[config.mk]
export PLATFORM = sky130hd
export DESIGN_NAME = pipeline_reg_controller
export DESIGN_NICKNAME = d
export VERILOG_FILES = /design/src/rtl/pipeline_reg_controller.sv
export SDC_FILE = /design/constraint.sdc
export NUM_CORES = 1
export LEC_CHECK = 0
export ABC_AREA = 1
export BUFFER_PORTS_ARGS = -buffer_cell sky130_fd_sc_hd__clkbuf_2
export CAP_MARGIN = 10
export CORE_UTILIZATION = 45
export CTS_BUF_LIST = sky130_fd_sc_hd__clkbuf_4
export CTS_CLUSTER_DIAMETER = 60
export CTS_CLUSTER_SIZE = 10
export DETAILED_ROUTE_END_ITERATION = 16
export PLACE_DENSITY = 0.83
export SLEW_MARGIN = 20
export SYNTH_ARGS = -nofsm -noshare
export SYNTH_HDL_FRONTEND = slang
export SYNTH_SLANG_ARGS = --single-unit
[constraint.sdc]
create_clock -name clk -period 1.92 [get_ports clk]
set_clock_uncertainty 0.15 [all_clocks]
set_input_delay 0.192 -clock clk [delete_from_list [all_inputs] [get_ports clk]]
set_output_delay 0.192 -clock clk [all_outputs]
set_load 0.05 [all_outputs]
[src/rtl/pipeline_reg_controller.sv]
// pipeline_reg_controller
// Load-enable and flush sequencer for the PC and the IF/ID, ID/EX, EX/MEM and
// MEM/WB pipeline registers of the 5-stage core. Resolves halt, memory stalls
// (with a watchdog), taken-branch squashes and load-use hazards.
// Optional feature: define STALL_COUNTER_EN to build the 32-bit stall-cycle
// counter on stall_cnt; otherwise stall_cnt is tied to zero.

module pipeline_reg_controller #(
    parameter int REG_ADDR_W  = 5,
    parameter int MEM_TIMEOUT = 16,
    parameter int TO_W        = 8
) (
    input  logic                  clk,
    input  logic                  rst,
    input  logic [REG_ADDR_W-1:0] id_rs1,
    input  logic [REG_ADDR_W-1:0] id_rs2,
    input  logic                  ex_mem_read,
    input  logic [REG_ADDR_W-1:0] ex_rd,
    input  logic                  branch_taken,
    input  logic                  mem_busy,
    input  logic                  halt_req,
    output logic                  pc_load,
    output logic                  ifid_load,
    output logic                  idex_load,
    output logic                  exmem_load,
    output logic                  memwb_load,
    output logic                  ifid_flush,
    output logic                  idex_flush,
    output logic                  halted,
    output logic                  mem_timeout_err,
    output logic [31:0]           stall_cnt
);

    typedef enum logic [1:0] {
        RUN      = 2'd0,
        WAIT_MEM = 2'd1,
        HALT     = 2'd2
    } state_t;

    localparam logic [TO_W-1:0] LP_TIMEOUT = TO_W'(MEM_TIMEOUT);

    state_t          r_state;
    state_t          w_state_next;
    logic [TO_W-1:0] r_wd_cnt;
    logic [TO_W-1:0] w_wd_next;
    logic [TO_W-1:0] w_wd_inc;
    logic            r_timeout_err;
    logic            w_err_set;
    logic            w_load_use;

    // Watchdog increment saturates at all-ones so it can never wrap to zero.
    function automatic logic [TO_W-1:0] sat_inc(input logic [TO_W-1:0] v);
        return (v == {TO_W{1'b1}}) ? v : v + TO_W'(1);
    endfunction

    assign w_wd_inc   = sat_inc(r_wd_cnt);
    // x0 is hard-wired zero, so a load targeting it can never create a hazard.
    assign w_load_use = ex_mem_read && (ex_rd != '0) &&
                        ((ex_rd == id_rs1) || (ex_rd == id_rs2));

    assign mem_timeout_err = r_timeout_err;

    // Next-state and output decode; outputs depend only on state and inputs.
    always_comb begin
        pc_load      = 1'b0;
        ifid_load    = 1'b0;
        idex_load    = 1'b0;
        exmem_load   = 1'b0;
        memwb_load   = 1'b0;
        ifid_flush   = 1'b0;
        idex_flush   = 1'b0;
        halted       = 1'b0;
        w_state_next = r_state;
        w_wd_next    = r_wd_cnt;
        w_err_set    = 1'b0;

        if (!rst) begin
            case (r_state)
                HALT: begin
                    halted = 1'b1;
                end
                default: begin
                    if (halt_req) begin
                        w_state_next = HALT;
                    end else if (mem_busy) begin
                        // Full freeze while the data memory is busy.
                        w_wd_next = w_wd_inc;
                        if (w_wd_inc >= LP_TIMEOUT) begin
                            w_state_next = HALT;
                            w_err_set    = 1'b1;
                        end else begin
                            w_state_next = WAIT_MEM;
                        end
                    end else begin
                        w_state_next = RUN;
                        w_wd_next    = '0;
                        if (branch_taken) begin
                            // Squash wins over load-use: the dependent
                            // instruction in ID is discarded anyway.
                            pc_load    = 1'b1;
                            ifid_load  = 1'b1;
                            idex_load  = 1'b1;
                            exmem_load = 1'b1;
                            memwb_load = 1'b1;
                            ifid_flush = 1'b1;
                            idex_flush = 1'b1;
                        end else if (w_load_use) begin
                            // Hold PC and IF/ID, inject a bubble into ID/EX.
                            idex_load  = 1'b1;
                            idex_flush = 1'b1;
                            exmem_load = 1'b1;
                            memwb_load = 1'b1;
                        end else begin
                            pc_load    = 1'b1;
                            ifid_load  = 1'b1;
                            idex_load  = 1'b1;
                            exmem_load = 1'b1;
                            memwb_load = 1'b1;
                        end
                    end
                end
            endcase
        end
    end

    // State, watchdog counter and sticky timeout flag.
    always_ff @(posedge clk) begin
        if (rst) begin
            r_state       <= RUN;
            r_wd_cnt      <= '0;
            r_timeout_err <= 1'b0;
        end else begin
            r_state  <= w_state_next;
            r_wd_cnt <= w_wd_next;
            if (w_err_set) begin
                r_timeout_err <= 1'b1;
            end
        end
    end

`ifdef STALL_COUNTER_EN
    logic [31:0] r_stall_cnt;

    // Count every non-halted cycle in which the PC is held; wraps mod 2^32.
    always_ff @(posedge clk) begin
        if (rst) begin
            r_stall_cnt <= '0;
        end else if (!pc_load && (r_state != HALT)) begin
            r_stall_cnt <= r_stall_cnt + 32'd1;
        end
    end

    assign stall_cnt = r_stall_cnt;
`else
    assign stall_cnt = '0;
`endif

endmodule

* Yosys cells after proc, flatten, opt, wreduce, memory -nomap -nowiden
Cells that the tools add are included.
** Cells by class
- $add $sub $neg :: 1
- Multipliers :: 0
- Div/mod/pow operators :: 0
- Magnitude comparators :: 1
- Equality and inequality tests :: 4
- Shift-type cells :: 0
- Multiplexer cells :: 33
- Bitwise operators :: 2
- Reduce and logical (&&, ||, !) cells :: 5
** Operators by type and width (number)
- $mux W1 :: 28
- $mux W8 :: 2
- $eq A5 B5 Y1 :: 2
- $add A8 B1 Y8 const B :: 1
- $eq A8 B8 Y1 const B :: 1
- $ge A8 B5 Y1 const B :: 1
- $mux W2 :: 3
- $reduce_bool A5 Y1 :: 1
- $eq A2 B2 Y1 const B :: 1
- $logic_and A1 B1 Y1 :: 2
- $not A1 Y1 :: 2
- $reduce_and A2 Y1 :: 1
- $logic_or A1 B1 Y1 :: 1
** Word-level totals
- Bits in registers :: 11
- Bits in latches :: 0
- Memory bits (writable) :: 0
- ROM bits :: 0
- Input bits :: 21
- Output and inout port bits :: 41
- Word-level logic and storage cells :: 49
- Memories :: 0

* Longest topological paths before layout
Gate-level depths: netlist (run 1).
- Depth after elaboration :: 9
- Mapped depth :: 8
- Depth with buffers taken out :: 8

* Least setup slack after synthesis (run 1)
Ideal clock, no wire load.
- Path type :: register -> output
- Start :: register r_state[1]
- End :: output port pc_load
- Arrival time :: 2.021 ns
- Slack :: -0.443 ns
- Cell stages (with the launch flop) :: 9
- Buffers on the path :: 1
- Cell sequence :: dfxtp_1 > inv_1 > nor2_1 > nor2_4 > nand2_1 > nor2_2 > nand2_1 > nand2_1 > buf_4
** On the way
- Cells in the longest elaborated chain, start to end :: 3
** RTL lines
- from (decl) :: RTL line 42 : state_t r_state;
- from (signal assigned) :: RTL line 133 : r_state <= w_state_next;
- $eq A2 B2 Y1
- $mux W1 (2 in series)
- to (decl) :: RTL line 22 : output logic pc_load,
Every way passes these cells.

* Worst setup path after layout (run 1)
- Start :: register r_state[1]
- End :: output port pc_load
** On the way
- Cells in the longest elaborated chain, start to end :: 3
** RTL lines
- $eq A2 B2 Y1 :: RTL line 78 : case (r_state)
- $mux W1 :: RTL line 78
- $mux W1 :: RTL line 77 : if (!rst) begin
Every way passes these cells.

==> run summary, run 1 <==
The run finished with clean final reports. The area share of the leading cell type in the synthesized netlist came out at 24.31%. For this block, the via count after detailed routing is 950. The post-layout utilization of the core is 53.05%. The synthesis-to-layout area growth is 9.607%.

The clock-pin transition on the worst setup and hold timing paths is 0.08 ns. The post-detailed-placement half-perimeter wirelength came out at 1571 um. The maximum cell stage delay along the critical path is 0.30 ns.

The core footprint came out at 2233 sq um. The count of buffers from port buffering is 29. In this run the clock root is driven by a clkbuf_4. The category of the worst setup path capture point is an output port. After synthesis, the largest family of logic cells by area is simple AND/OR/NAND/NOR gates. Sorting the synthesized cells by area gives the leading types as buf_4, dfxtp_1, nand2_1, xor2_1, nand3_1. The number of placed instances with taps included came out at 209. The max-cap check violation count is 0. The initial antenna violation count is 0.

The overall track demand over capacity in global routing is 17.05%. The share of post-route cells with drive strength above 1 is 28.88%. Summing the areas of all fa, ha and maj instances in the mapped netlist gives 1.157% of the synthesized area. The final layout contains routed wiring with a total length of 1974 um. The number of nets with antenna violations after detailed routing is 0.

The post-detailed-route via-to-cell ratio came out at 4.419. The type of the setup path with the least slack is reg -> out. The final setup violation count came out at 0.

Entering global routing, the biggest net connects 11 pins. Data on the critical path arrives at its endpoint at 1.48 ns. The maximum net fanout on the critical path is 6. The first-pass GRT wire length came out at 3408 um.

Summed over all instances, the cell type with the most area after synthesis is buf_4. The library cells used most frequently in the layout, excluding fill and tap cells, are conb_1, nand2_1, clkbuf_2. The number of flip-flops and latches in the synthesized netlist is 11. In this run, the number of DRC markers left after iteration 0 of detailed routing was 24.

Based on the critical path, the design can be clocked at up to 0.5497 GHz. The worst hold slack across all endpoints came out at 0.07975 ns. Counting both buffers and inverters, the worst setup path holds a total of 2. The largest buffer count on any clock path is 2. IR analysis of the VDD net gives a maximum drop of 0.5068 mV. The synthesized-area fraction occupied by ao, oa, aoi and oai cells is 8.565%.

The final hold violation count is 0. The via count of the first global-routing pass came out at 836. The floorplan step defined a die boundary enclosing 2603 sq um. The floorplan die height is 51.02 um. At the later pin of the worst-skew pair, clock insertion delay measures 0.28 ns. The synthesized cell area is 1081 sq um. The most common cell after layout, fill and taps aside is conb_1.

The average wire length per cell after detail routing came out at 9.181 um. The layout net count came out at 210. The count of cell types in the netlist came out at 26. The startpoint identified for the worst hold timing path is halt_req. TritonCTS built the clock tree.

The starting utilization of the core area came out at 48.40%. The width of the chip came out at 51.02 um. The power per unit of standard cell area is 565.4 nW/um^2. In this run the critical register-to-register path is launched from r_wd_cnt[0]$_SDFFE_PP0P_.

The static leakage power is 0.6041 nW. The critical path startpoint category is a register. The count of hold-fix buffers inserted at cts is 0. Yosys printed 0 warnings. The H-tree level count came out at 1. The launch point of the worst path is r_state[1]$_SDFFE_PP0N_.

Row generation in the floorplan step produced 17 rows. The number of top-level pins is 62. The final period demand of the worst path is 1.819 ns. After layout, the design draws a total of 0.6699 mW. The post-synthesis share of cell area spent on and, or, nand and nor gates is 32.64%.

The first-pass iteration count of the detailed router is 4. The cell that appears most often on the critical path is nor2_4. The number of pins exceeding their max-slew limit in the final report is 0. The post-synthesis mux area share came out at 0%. The final period utilization is 94.74%.

Once layout is complete, the cells apart from fillers number 215. The standard cell with the maximum stage delay on the critical path is dfxtp_1. The antenna diode count is 0. The number of cells produced by synthesis is 157. The required time at the worst-slack endpoint came out at 1.58 ns. The signal on the critical path passes through inv_1 -> nor2_1 -> nor2_4 -> nand2_2 -> nor2_4 -> nand2_1 -> nand2_4 -> buf_4. The detailed-route DRC error count came out at 0.

The synthesized area divided by synthesized cell count is 6.886 sq um. The xor/xnor cell area share of the yosys netlist is 8.102%. Setup repair after global routing could not meet its margin everywhere.

The path class of the tightest hold or removal check is in -> reg. The remaining global-route overflow is 0. The sequential share of the synthesized area came out at 20.37%. The last weighted congestion value of the routability-driven placer is 0.7753. Broken down by cell family, the worst path's largest delay share belongs to simple AND/OR/NAND/NOR gates. Buffers inserted during clock tree synthesis total 3.

The sink count of the clock tree came out at 11.
## worst register-to-register path, cell delays in order (launching register included)
cell and delay (ns):
dfxtp_1 0.39, ha_1 0.22, nand2_2 0.09, inv_2 0.12, nand3_1 0.07, nand2_1 0.10, nand3_2 0.10, nor2_2 0.13
a21oi_1 0.07
## report_power, final
group | leakage [nW] | internal (mW) | switching, mW
clock | 0.0177 | 0.0772 | 0.0854
combinational | 0.497 | 0.0504 | 0.221
sequential | 0.0892 | 0.233 | 0.00323
## flip-flops by register name, indices dropped and copies added, names as in the netlist
signal,count
mem_timeout_err,1
r_state,2
r_wd_cnt,8
## metal layers
metal  vias to the layer above  GRT usage, %  wire, um
met5                         -             0         0
met2                        37         29.82       992
met4                         0         5.556         0
li1                        494             -         -
met1                       419         19.96       863
met3                         0         4.464       118
## through the flow
stage                     instance area, sq um  worst slack, ns  TNS [ns]
after global placement                    1126           0.2769         0
after floorplan                           1216          0.03430         0
after global routing                      1185         -0.01402  -0.03739
after detailed placement                  1126           0.2256         0
final                                     1185           0.1009         0
after CTS                                 1166         0.002146         0
## synth_stat cells, drive strengths merged
| library cell | instances |
|---|---|
| o21ai | 3 |
| nor2 | 16 |
| inv | 12 |
| conb | 1 |
| o211ai | 1 |
| a31oi | 1 |
| nor3 | 4 |
| a21oi | 8 |
| ha | 1 |
| o21bai | 2 |
| nand3 | 15 |
| dfxtp | 11 |
| buf | 35 |
| xor2 | 8 |
| clkbuf | 1 |
| nand2 | 36 |
| xnor2 | 2 |
## cells by family after synthesis
kind of cell / count (synthesis)
AO/OA/AOI/OAI: 15
XOR/XNOR: 10
adder cells (fa/ha/maj): 1
buffers and inverters: 48
flip-flops: 11
other: 1
AND/OR/NAND/NOR: 71
## final timing paths
check | end | slack (ns) | cells past startpoint
worst max-delay path | pc_load | 0.10 | 8
worst min-delay path | r_state[1]$_SDFFE_PP0N_ | 0.08 | 3
worst max register to register | r_state[1]$_SDFFE_PP0N_ | 0.37 | 8
worst min register to register | mem_timeout_err$_SDFFE_PP0P_ | 0.32 | 2
## area by class of cell
| class | count | area, sq um |
|---|---|---|
| fillers | 229 | 1049 |
| multi-input cells | 129 | 683.2 |
| flip-flops and latches | 11 | 220.2 |
| repair buffers | 31 | 173.9 |
| inverters | 12 | 45.04 |
| well taps | 28 | 35.03 |
| clock buffers | 3 | 22.52 |
| clock inverters | 1 | 5.005 |
## what timing repair did
action	4_1_cts	5_1_grt
cloned	0	0
endpoints found under the setup margin	4	4
hold endpoints to repair	0	0
pin swaps	0	2
gates resized for setup	5	5
buffers inserted	0	2
Note: power is estimated with default switching activity, not from simulation.
==> run 2: changes to the inputs <==
- CORE_UTILIZATION: 45 -> 35
- PLACE_DENSITY: 0.83 -> 0.67
- TNS_END_PERCENT: not set -> 30
==> run summary, run 2 (synthesis results as in run 1) <==
The flow ran to the end, but the final reports show violations. The checks that failed: DRC. Traced cell by cell, the critical path runs through inv_1 -> nor2_1 -> nor2_4 -> nand2_2 -> nor2_4 -> nand2_1 -> nand2_4 -> buf_4. The average wire length per cell after detail routing is 8.963 um. The last weighted congestion value of the routability-driven placer is 0.8493. The worst reg2reg path endpoint is r_state[1]$_SDFFE_PP0N_. The power per unit of standard cell area is 571.0 nW/um^2. The design draws 0.6780 mW. The peak supply drop is 0.2786 mV. The portion of total power attributed to the clock network is 25.5%. The post-placement worst setup slack came out at 0.2423 ns. Of the available clock period, the critical path in the final layout requires 94.53%. The worst register-to-register path begins at r_wd_cnt[0]$_SDFFE_PP0P_. The number of placed instances with taps included came out at 212.

The final cell count without fillers is 218. Data arrives at the worst endpoint at 1.47 ns. TritonCTS built the clock tree. The floorplan step defined a die boundary enclosing 3315 sq um.

The root buffer cell is clkbuf_4. The floorplan die height came out at 57.58 um. The final period demand of the worst path came out at 1.815 ns. Of the total power, combinational logic draws 39.7%.

Setup repair after global routing could not meet its margin everywhere. Timing would allow up to 0.5510 GHz. The layout net count is 210.

The number of buffers created by CTS came out at 3. The pin count of the biggest net entering global routing came out at 11. After routing, the total negative slack on setup checks comes to 0 ns. For flop-to-flop paths, the worst setup slack is 0.36 ns. After detailed routing, the number of vias per cell comes to 4.234. The final setup violation count came out at 0. The number of pins exceeding their max-slew limit in the final report came out at 0. The top cell types in the final layout, fill and taps aside, are conb_1, nand2_1, clkbuf_2. For this configuration, the core starts out at a cell density of 38.21%. The worst hold path passes through 2 cells. The overall via count from detail_route is 923. The core footprint came out at 2829 sq um. The number of flip-flops in the largest register came out at 8. The number of top-level pins came out at 62. The number of antenna diodes in the final layout is 0. The slowest stage of the critical path belongs to the cell dfxtp_1. In this design, the stage delay of the slowest critical-path cell is 0.30 ns.

The share of post-route cells with drive strength above 1 is 28.88%. The reported net switching power came out at 0.3004 mW. The count of buffers from port buffering is 29.

Among the stages of the critical path, the cell type that occurs most often is nor2_4. Detailed placement ended at an HPWL of 1599 um. The most common cell after layout, fill and taps aside is conb_1. After floorplanning, the core was divided into 19 placement rows.

The number of design-rule violations left by the first detailed-router iteration came out at 16. The count of buffer and inverter cells on the critical path is 2. The clock-pin transition on the worst setup and hold timing paths is 0.07 ns. The final hold violation count is 0. The kind of cell with the highest combined delay along the critical path is simple AND/OR/NAND/NOR gates.

The maximum net fanout on the critical path came out at 6. The H-tree level count is 1. For the worst flop-to-flop path, the logic depth is 8. The synthesis-to-layout area growth is 9.838%. Internal power comes to 0.3776 mW. The first-pass iteration count of the detailed router is 10. The remaining global-route overflow came out at 0.

The overall track demand over capacity in global routing came out at 13.20%. The max-cap check violation count is 0. The total routed wirelength came out at 1954 um. The longest clock path from root to sink contains 2 buffers.

Net switching is 44.30% of the power. The static leakage power is 0.6036 nW. The die is 57.58 um wide. The via count of the first global-routing pass is 791. The number of nets with antenna violations after detailed routing came out at 0.

The path category of the worst min-delay check is in -> reg. The total of fill cells in the finished design is 315. The worst hold slack across all endpoints is 0.09063 ns.

The relative contribution of sequential cells to total power came out at 34.8%. The first-pass GRT wire length is 3360 um. The category of the worst setup path capture point is an output port. The count of hold-fix buffers inserted at cts came out at 0. The critical path in this run is classified as reg -> out. STA classifies the critical path startpoint as a register.

The initial antenna violation count is 0. The register with the most flip-flops in the final layout is r_wd_cnt. Data on the critical path is required at its endpoint by 1.58 ns. In the routed design, unresolved DRC markers number 2. The sink count of the clock tree is 11. The worst setup margin came out at 0.1050 ns. The startpoint identified for the worst hold timing path is rst. The worst hold path terminates at r_wd_cnt[2]$_SDFFE_PP0P_. The source-to-sink clock delay at the later pin of the worst-skew pair came out at 0.27 ns.
-- run 2: changes by cell type in the layout (fill, tap and decap cells not counted) --
cell	before	now
clkinv_2	1	0
buf_6	1	0
clkbuf_4	3	4
buf_4	5	6
-- run 2: routing by layer --
metal	part of all wire [%]	track usage, %	vias to the layer above	wire [um]
li1	-	-	492	-
met2	46	20.27	39	897
met3	6.6	4.762	6	128
met4	2.7	6.272	0	53
met5	0	0	-	0
met1	45	16.39	386	874
-- run 2: power by group through the flow --
| stage | Sequential (mW) | Combinational (mW) | Clock [mW] |
|---|---|---|---|
| global route | 0.237 | 0.284 | 0.196 |
| detailed placement | 0.241 | 0.261 | 0 |
| floorplan | 0.241 | 0.275 | 0 |
| global placement | 0.241 | 0.261 | 0 |
| finish | 0.236 | 0.269 | 0.173 |
| CTS | 0.236 | 0.264 | 0.178 |
-- run 2: area by class of cell --
class / instances / area, sq um / area share [%]
Tap cell: 31 / 38.79 / 3.267
Multi-Input combinational cell: 129 / 683.2 / 57.53
Clock buffer: 4 / 30.03 / 2.529
Timing Repair Buffer: 31 / 170.2 / 14.33
Inverter: 12 / 45.04 / 3.793
Sequential cell: 11 / 220.2 / 18.55
-- run 2: timing repair --
| action | CTS | global route |
|---|---|---|
| gates resized for setup | 5 | 4 |
| endpoints found under the setup margin | 4 | 4 |
| setup buffers | 0 | 2 |
| pin swaps | 0 | 1 |
-- run 2: per-stage QoR --
stage,utilization [%],instance area (sq um)
6_report,41.97,1187
5_1_grt,41.97,1187
4_1_cts,41.44,1172
3_5_place_dp,39.94,1130
3_3_place_gp,39.94,1130
2_1_floorplan,-,1216
-- run 2: worst max path at each step --
stage,from,end,slack (ns),depth (start not counted)
6_report,r_state[1]$_SDFFE_PP0N_,pc_load,0.11,8
5_1_grt,r_state[1]$_SDFFE_PP0N_,ifid_load,-0.01,8
4_1_cts,r_state[1]$_SDFFE_PP0N_,ifid_load,0.03,8
3_5_place_dp,r_state[1]$_SDFFE_PP0N_,ifid_load,0.24,8
3_3_place_gp,r_state[1]$_SDFFE_PP0N_,ifid_load,0.28,8
2_1_floorplan,r_state[1]$_SDFFE_PP0N_,pc_load,0.03,8
